<file path="src/rtl/n_set_cache_miss_sequencer.sv">
// Sequences one cache miss: victim request, tag lookup, optional writeback, fill, tag update.
// All outputs are registered; miss and writeback statistics counters saturate at all-ones.
//
// state       | meaning
// IDLE        | waiting for a miss; captures miss address and tag
// ISSUE       | policy_miss_o pulse to the replacement policy controller
// WAIT_POL    | waiting for the victim address from the policy controller
// LOOKUP      | victim tag-store state sampled; picks writeback or fill
// WRITEBACK   | dirty victim written to memory
// FILL        | missing block fetched from memory
// UPDATE      | tag-store write of the new tag
// DONE        | miss_done_o pulse, miss counter bump
module n_set_cache_miss_sequencer #(
  parameter  int CACHE_BLOCK_CAPACITY = 128,
  parameter  int CACHE_SET_SIZE       = 4,
  parameter  int BW_TAG               = 20,
  localparam int BW_CAP               = $clog2(CACHE_BLOCK_CAPACITY),
  localparam int BW_GRP               = $clog2(CACHE_SET_SIZE),
  localparam int BW_SET               = BW_CAP - BW_GRP
) (
  input  logic              clock_i,
  input  logic              resetn_i,
  input  logic              miss_req_i,
  input  logic [BW_CAP-1:0] miss_addr_i,
  input  logic [BW_TAG-1:0] miss_tag_i,
  output logic              policy_miss_o,
  output logic [BW_CAP-1:0] policy_addr_o,
  input  logic              policy_done_i,
  input  logic [BW_CAP-1:0] policy_addr_i,
  input  logic              victim_valid_i,
  input  logic              victim_dirty_i,
  input  logic [BW_TAG-1:0] victim_tag_i,
  output logic [BW_CAP-1:0] victim_addr_o,
  output logic              mem_req_o,
  output logic              mem_rw_o,
  output logic [BW_TAG-1:0] mem_tag_o,
  output logic [BW_SET-1:0] mem_set_o,
  input  logic              mem_ack_i,
  output logic              tag_we_o,
  output logic [BW_TAG-1:0] tag_o,
  output logic              miss_done_o,
  output logic              busy_o,
  output logic [31:0]       miss_count_o,
  output logic [31:0]       wb_count_o
);

  typedef enum logic [2:0] {
    S_IDLE, S_ISSUE, S_WAIT_POL, S_LOOKUP, S_WRITEBACK, S_FILL, S_UPDATE, S_DONE
  } state_e;

  state_e state_q, state_d;

  logic [BW_CAP-1:0] miss_addr_q, miss_addr_d;
  logic [BW_TAG-1:0] miss_tag_q, miss_tag_d;
  logic [BW_CAP-1:0] victim_addr_q, victim_addr_d;
  logic              policy_miss_q, policy_miss_d;
  logic              mem_req_q, mem_req_d;
  logic              mem_rw_q, mem_rw_d;
  logic [BW_TAG-1:0] mem_tag_q, mem_tag_d;
  logic [BW_SET-1:0] mem_set_q, mem_set_d;
  logic              tag_we_q, tag_we_d;
  logic              miss_done_q, miss_done_d;
  logic              busy_q, busy_d;
  logic [31:0]       miss_cnt_q, miss_cnt_d;
  logic [31:0]       wb_cnt_q, wb_cnt_d;

  always_ff @(posedge clock_i or negedge resetn_i) begin
    if (!resetn_i) begin
      state_q <= S_IDLE;
    end else begin
      state_q <= state_d;
    end
  end

  always_comb begin
    state_d = state_q;
    case (state_q)
      S_IDLE:      if (miss_req_i) state_d = S_ISSUE;
      S_ISSUE:     state_d = S_WAIT_POL;
      S_WAIT_POL:  if (policy_done_i) state_d = S_LOOKUP;
      // a dirty bit on an invalid line carries no data worth saving
      S_LOOKUP:    state_d = (victim_valid_i && victim_dirty_i) ? S_WRITEBACK : S_FILL;
      S_WRITEBACK: if (mem_ack_i) state_d = S_FILL;
      S_FILL:      if (mem_ack_i) state_d = S_UPDATE;
      S_UPDATE:    state_d = S_DONE;
      S_DONE:      state_d = S_IDLE;
      default:     state_d = S_IDLE;
    endcase
  end

  always_comb begin
    miss_addr_d   = miss_addr_q;
    miss_tag_d    = miss_tag_q;
    victim_addr_d = victim_addr_q;
    mem_tag_d     = mem_tag_q;
    mem_set_d     = mem_set_q;
    miss_cnt_d    = miss_cnt_q;
    wb_cnt_d      = wb_cnt_q;

    policy_miss_d = (state_d == S_ISSUE);
    mem_req_d     = (state_d == S_WRITEBACK) || (state_d == S_FILL);
    mem_rw_d      = (state_d == S_WRITEBACK);
    tag_we_d      = (state_d == S_UPDATE);
    miss_done_d   = (state_d == S_DONE);
    busy_d        = (state_d != S_IDLE);

    if (state_q == S_IDLE && miss_req_i) begin
      miss_addr_d = miss_addr_i;
      miss_tag_d  = miss_tag_i;
    end

    if (state_q == S_WAIT_POL && policy_done_i) begin
      victim_addr_d = policy_addr_i;
    end

    // mem_tag/mem_set only change on entry to a transfer so they stay stable under mem_req_o
    if (state_q == S_LOOKUP && state_d == S_WRITEBACK) begin
      mem_tag_d = victim_tag_i;
      mem_set_d = victim_addr_q[BW_SET-1:0];
    end
    if (state_q != S_FILL && state_d == S_FILL) begin
      mem_tag_d = miss_tag_q;
      mem_set_d = miss_addr_q[BW_SET-1:0];
    end

    if (state_q == S_WRITEBACK && mem_ack_i && wb_cnt_q != 32'hFFFF_FFFF) begin
      wb_cnt_d = wb_cnt_q + 32'd1;
    end
    if (state_q == S_UPDATE && miss_cnt_q != 32'hFFFF_FFFF) begin
      miss_cnt_d = miss_cnt_q + 32'd1;
    end
  end

  always_ff @(posedge clock_i or negedge resetn_i) begin
    if (!resetn_i) begin
      miss_addr_q   <= '0;
      miss_tag_q    <= '0;
      victim_addr_q <= '0;
      policy_miss_q <= 1'b0;
      mem_req_q     <= 1'b0;
      mem_rw_q      <= 1'b0;
      mem_tag_q     <= '0;
      mem_set_q     <= '0;
      tag_we_q      <= 1'b0;
      miss_done_q   <= 1'b0;
      busy_q        <= 1'b0;
      miss_cnt_q    <= '0;
      wb_cnt_q      <= '0;
    end else begin
      miss_addr_q   <= miss_addr_d;
      miss_tag_q    <= miss_tag_d;
      victim_addr_q <= victim_addr_d;
      policy_miss_q <= policy_miss_d;
      mem_req_q     <= mem_req_d;
      mem_rw_q      <= mem_rw_d;
      mem_tag_q     <= mem_tag_d;
      mem_set_q     <= mem_set_d;
      tag_we_q      <= tag_we_d;
      miss_done_q   <= miss_done_d;
      busy_q        <= busy_d;
      miss_cnt_q    <= miss_cnt_d;
      wb_cnt_q      <= wb_cnt_d;
    end
  end

  assign policy_miss_o = policy_miss_q;
  assign policy_addr_o = miss_addr_q;
  assign victim_addr_o = victim_addr_q;
  assign mem_req_o     = mem_req_q;
  assign mem_rw_o      = mem_rw_q;
  assign mem_tag_o     = mem_tag_q;
  assign mem_set_o     = mem_set_q;
  assign tag_we_o      = tag_we_q;
  assign tag_o         = miss_tag_q;
  assign miss_done_o   = miss_done_q;
  assign busy_o        = busy_q;
  assign miss_count_o  = miss_cnt_q;
  assign wb_count_o    = wb_cnt_q;

endmodule
</file>
<file path="config.mk">
export PLATFORM = sky130hd
export DESIGN_NAME = n_set_cache_miss_sequencer
export DESIGN_NICKNAME = d
export VERILOG_FILES = /design/src/rtl/n_set_cache_miss_sequencer.sv
export SDC_FILE = /design/constraint.sdc
export NUM_CORES = 1
export LEC_CHECK = 0
export ABC_AREA = 0
export BUFFER_PORTS_ARGS = -buffer_cell sky130_fd_sc_hd__buf_2
export CAP_MARGIN = 10
export CORE_AREA = 2 2 77 152
export DETAILED_ROUTE_END_ITERATION = 6
export DIE_AREA = 0 0 79 154
export PLACE_DENSITY = 0.88
export RECOVER_POWER = 25
export SYNTH_ARGS = -nofsm -noshare
export SYNTH_HDL_FRONTEND = slang
export SYNTH_SLANG_ARGS = --single-unit
</file>
<file path="constraint.sdc">
create_clock -name clock_i -period 4.91 [get_ports clock_i]
set_input_delay 0.491 -clock clock_i [delete_from_list [all_inputs] [get_ports clock_i]]
set_output_delay 0.491 -clock clock_i [all_outputs]
set_load 0.01 [all_outputs]
</file>
* After elaboration in Yosys (flattened, before gate mapping)
Cells that the tools add are included.
** Word-level totals
- Word-level logic and storage cells :: 53
- Register bits :: 132
** Cells by class
- Add/sub/neg operators :: 2
- Multiplexer cells :: 10
- Eq/ne operators :: 15
- Reductions and logical operators :: 12
** Operator list (number)
- $add 32x1->32 const B :: 2
- $ne 32x32->1 const B :: 2
- $mux 20 :: 2
- $eq 3x3->1 const B :: 8
- $pmux 3 s8 :: 1
- $mux 3 :: 4
- $mux 5 :: 2
- $logic_and 1x1->1 :: 8
- $eq 3x1->1 const B :: 2
- $eq 3x2->1 const B :: 2
- $logic_not 3->1 :: 1
- $ne 3x3->1 const B :: 1
- $reduce_bool 3->1 :: 1
- $reduce_bool 2->1 :: 1
- $logic_or 1x1->1 :: 1
- $mux 1 :: 1

* Logic depth before layout (Yosys ltp)
- Depth after elaboration :: 7
- Gate-level depth with buffers :: 7
- Gate-level depth less buffers :: 6

* Least setup slack after synthesis
OpenSTA, ideal clock, no wires.
- Kind :: register -> register
- Start :: register miss_cnt_q[0], in the netlist miss_count_o[0]
- End :: register miss_cnt_q[29], in the netlist miss_count_o[29]
- Data required time :: 4.830 ns
- Arrival time :: 1.774 ns
- Stages on the path, launching flop included :: 7
- Slack :: 3.056 ns
- Path buffers :: 0
- Period minus slack after synthesis :: 1.854 ns
- Cell sequence :: dfrtp_1 > ha_1 > nand4_1 > or2_1 > or4_1 > nand4_1 > xnor2_1
** On the way
- Cells in the longest elaborated chain, start to end :: 2
** Ends and longest elaborated chain
- start, declared :: RTL line 64 : logic [31:0] miss_cnt_q, miss_cnt_d;
- start signal, assigned :: RTL line 161 : miss_cnt_q <= miss_cnt_d;
- parallel branches: the longest is 2 deep, another holds $add 32x1->32
Several ways; the timed one is not identified.
A chain may end at the register's enable or synchronous reset.

==> flow_summary.ini <==
[pwr]
swShare_pct = 32.4
power.total_mw = 4.19
intPower_mw = 2.83
p_switching_mw = 1.36
leakage_nw = 3.94
p_comb_share_pct = 28.6
vdd_ir_drop_max_mv = 0.397
p_seq_share_pct = 39.0
power_density_nw_per_um2 = 548
p_clk_share_pct = 32.4

[sta]
worst_slew_pin_slew_ns = 2.26
clock_skew_ns = 0.00902
slew_violations = 44
final-setup-viol-count = 0
finalHoldViolCount = 0
max_slew_margin_pct = -50.5
tns_ns = 0
max_freq_mhz = 338
min_period_ns = 2.96
rsz0062_at_grt = false
fin_crit_sh_pct = 60.3

[finish]
antenna_cells = 0
finish.utilization_pct = 69.8
drive_gt1_share_pct = 40.6
nNetsFinal = 752
area_growth_pct = 29.2
fin_cells = 842

[routing]
drt_iter0_markers = 231
dr.pass1.iters = 4
ant_nets = 0
vias = 4672
drc = 0
wl_per_cell_um = 17.3
wirelength_mm = 14.6
drt-vias-per-instance = 5.55

[floorplan]
core_um2 = 10900
dieWidth_um = 79
start_util_pct = 54.0
die-height_um = 154
io_pins = 190
row_count = 54
die_area_um2 = 12200

[setup_path]
setup.worst_path.class = input port to asynchronous set/reset pin
cpLargestDelayFamily = buffers and inverters
end_kind = asynchronous set/reset pin
critPathSlowestCell = clkbuf_1
path_cells = clkbuf_1 > clkbuf_2
cp.arrival_ns = 3.28
cp.required_ns = 5.23
cp.buffers_inverters = 2
cpPeakStageDelay_ns = 1.59
cp-start-kind = input port
worst-path-max-fanout = 50

[placed_design]
dp_hpwl_mm = 10.6
dp.cells = 810
port_buffers = 189
gp_congestion = 0.877

[clocking]
cts_hold_buf = 0
cts_tree = yes
htreeDepth = 4
cts_sinks = 132
clk_path_buf_depth = 2
cts-root-buf = clkbuf_16
cts_resized = 0
clk_pin_slew_ns = 0.06
cts_buffers = 17
clock_latency_ns = 0.41
cts_setup_buffers = 0

[synth]
yosysMostFrequentCell = dfrtp_1
syn-cell-area_um2 = 5910
syn_nets = 554
synth_top_area_share_pct = 55.8
avgSynthCellArea_um2 = 12.0
synth_common_cells = dfrtp_1, nand2_1, xnor2_1, mux2_2, nand4_1
synthCells = 491
async_flop_share_pct = 100
synth-edff-count = 0
ys_seq_elements = 132
ys.flop_type = dfrtp_1
synth_area_leaders = dfrtp_1, mux2_2, xnor2_1
yosys_warnings = 0
synth_top_area_cell = dfrtp_1
synth_cell_types = 50
yosysSeqAreaShare_pct = 55.8

[status]
status = finished with violations
violations = max-capacitance violations, max-slew violations

[grt]
antenna_found_initial = 0
globalRouteTotalUtil_pct = 25.5
grt_max_degree = 51
grt_pass1_vias = 5170
grt_pass1_wl_mm = 24.6
grt_overflow = 0

[job]
drv_cap = 1

[worst_hold_path]
hp-class = input port to flop
[placed cells by master (no fill, tap or decap), drive strengths merged, types with 3 or more instances in the layout]
cell type / instances
buf: 190
dfrtp: 132
nand2: 54
xnor2: 44
mux2: 37
nand4: 28
o21ai: 27
mux2i: 25
nand3: 23
clkbuf: 23
nor2: 20
xor2: 16
and3: 15
nor3: 12
and4: 8
clkinv: 6
inv: 5
and2: 4
bufinv: 4
nor4: 4
or3: 3
a21oi: 3
[worst paths after layout]
path	start	to	slack [ns]	depth (start not counted)
min reg2reg	mem_tag_o[17]	mem_tag_o[17]	0.48	2
max in group clock_i	state_q[0]	busy_o	2.43	5
max reg2reg	state_q[0]	busy_o	2.43	5
min in group asynchronous	resetn_i	wb_count_o[31]	0.76	1
min	miss_tag_i[10]	tag_o[10]	0.31	2
max	resetn_i	miss_count_o[25]	1.95	2
[registers in the layout, indices dropped and copies added (netlist names)]
name,cells
busy_o,1
mem_req_o,1
mem_rw_o,1
mem_set_o,5
mem_tag_o,20
miss_count_o,32
miss_done_o,1
policy_addr_o,7
policy_miss_o,1
state_q,3
tag_o,20
tag_we_o,1
victim_addr_o,7
wb_count_o,32
[stage by stage]
| stage | cell area, um2 | hold WS [ns] | setup WS, ns |
|---|---|---|---|
| after floorplan | 5910 | 0.195 | 3.06 |
| after global placement | 7000 | 0.459 | 2.40 |
| after detailed placement | 7000 | 0.469 | 2.33 |
| after CTS | 7650 | 0.0679 | 2.39 |
| after global routing | 7640 | 0.294 | 1.35 |
| final | 7640 | 0.313 | 1.95 |
[power by group through the flow]
stage	clock network, mW	logic (mW)	registers (mW)
after floorplan	0	0.600	1.75
after global placement	0	1.16	1.62
after detailed placement	0	1.21	1.65
after CTS	1.38	1.22	1.63
after global routing	1.43	1.32	1.68
final	1.36	1.20	1.64
[routing by layer]
layer	part of all wire [%]	track usage, %
met4	3.4	12.3
met5	0	0
met2	56	47.3
met3	5.1	7.10
met1	35	25.3
[cell families after synthesis]
family	share of synthesized area, %
xor+xnor	8.89
compound gates	4.34
mux	11.3
simple gates	17.9
buf+inv	1.35
fa+ha+maj	0.423
flops	55.8
[layout make-up]
type                    count  area, um2
fillers                   803       3300
flip-flops and latches    132       3300
multi-input cells         342       2540
repair buffers            192        965
clock buffers              21        470
well taps                 140        175
clock inverters            11        174
inverters                   4       15.0
(Power assumes the default switching activity.)
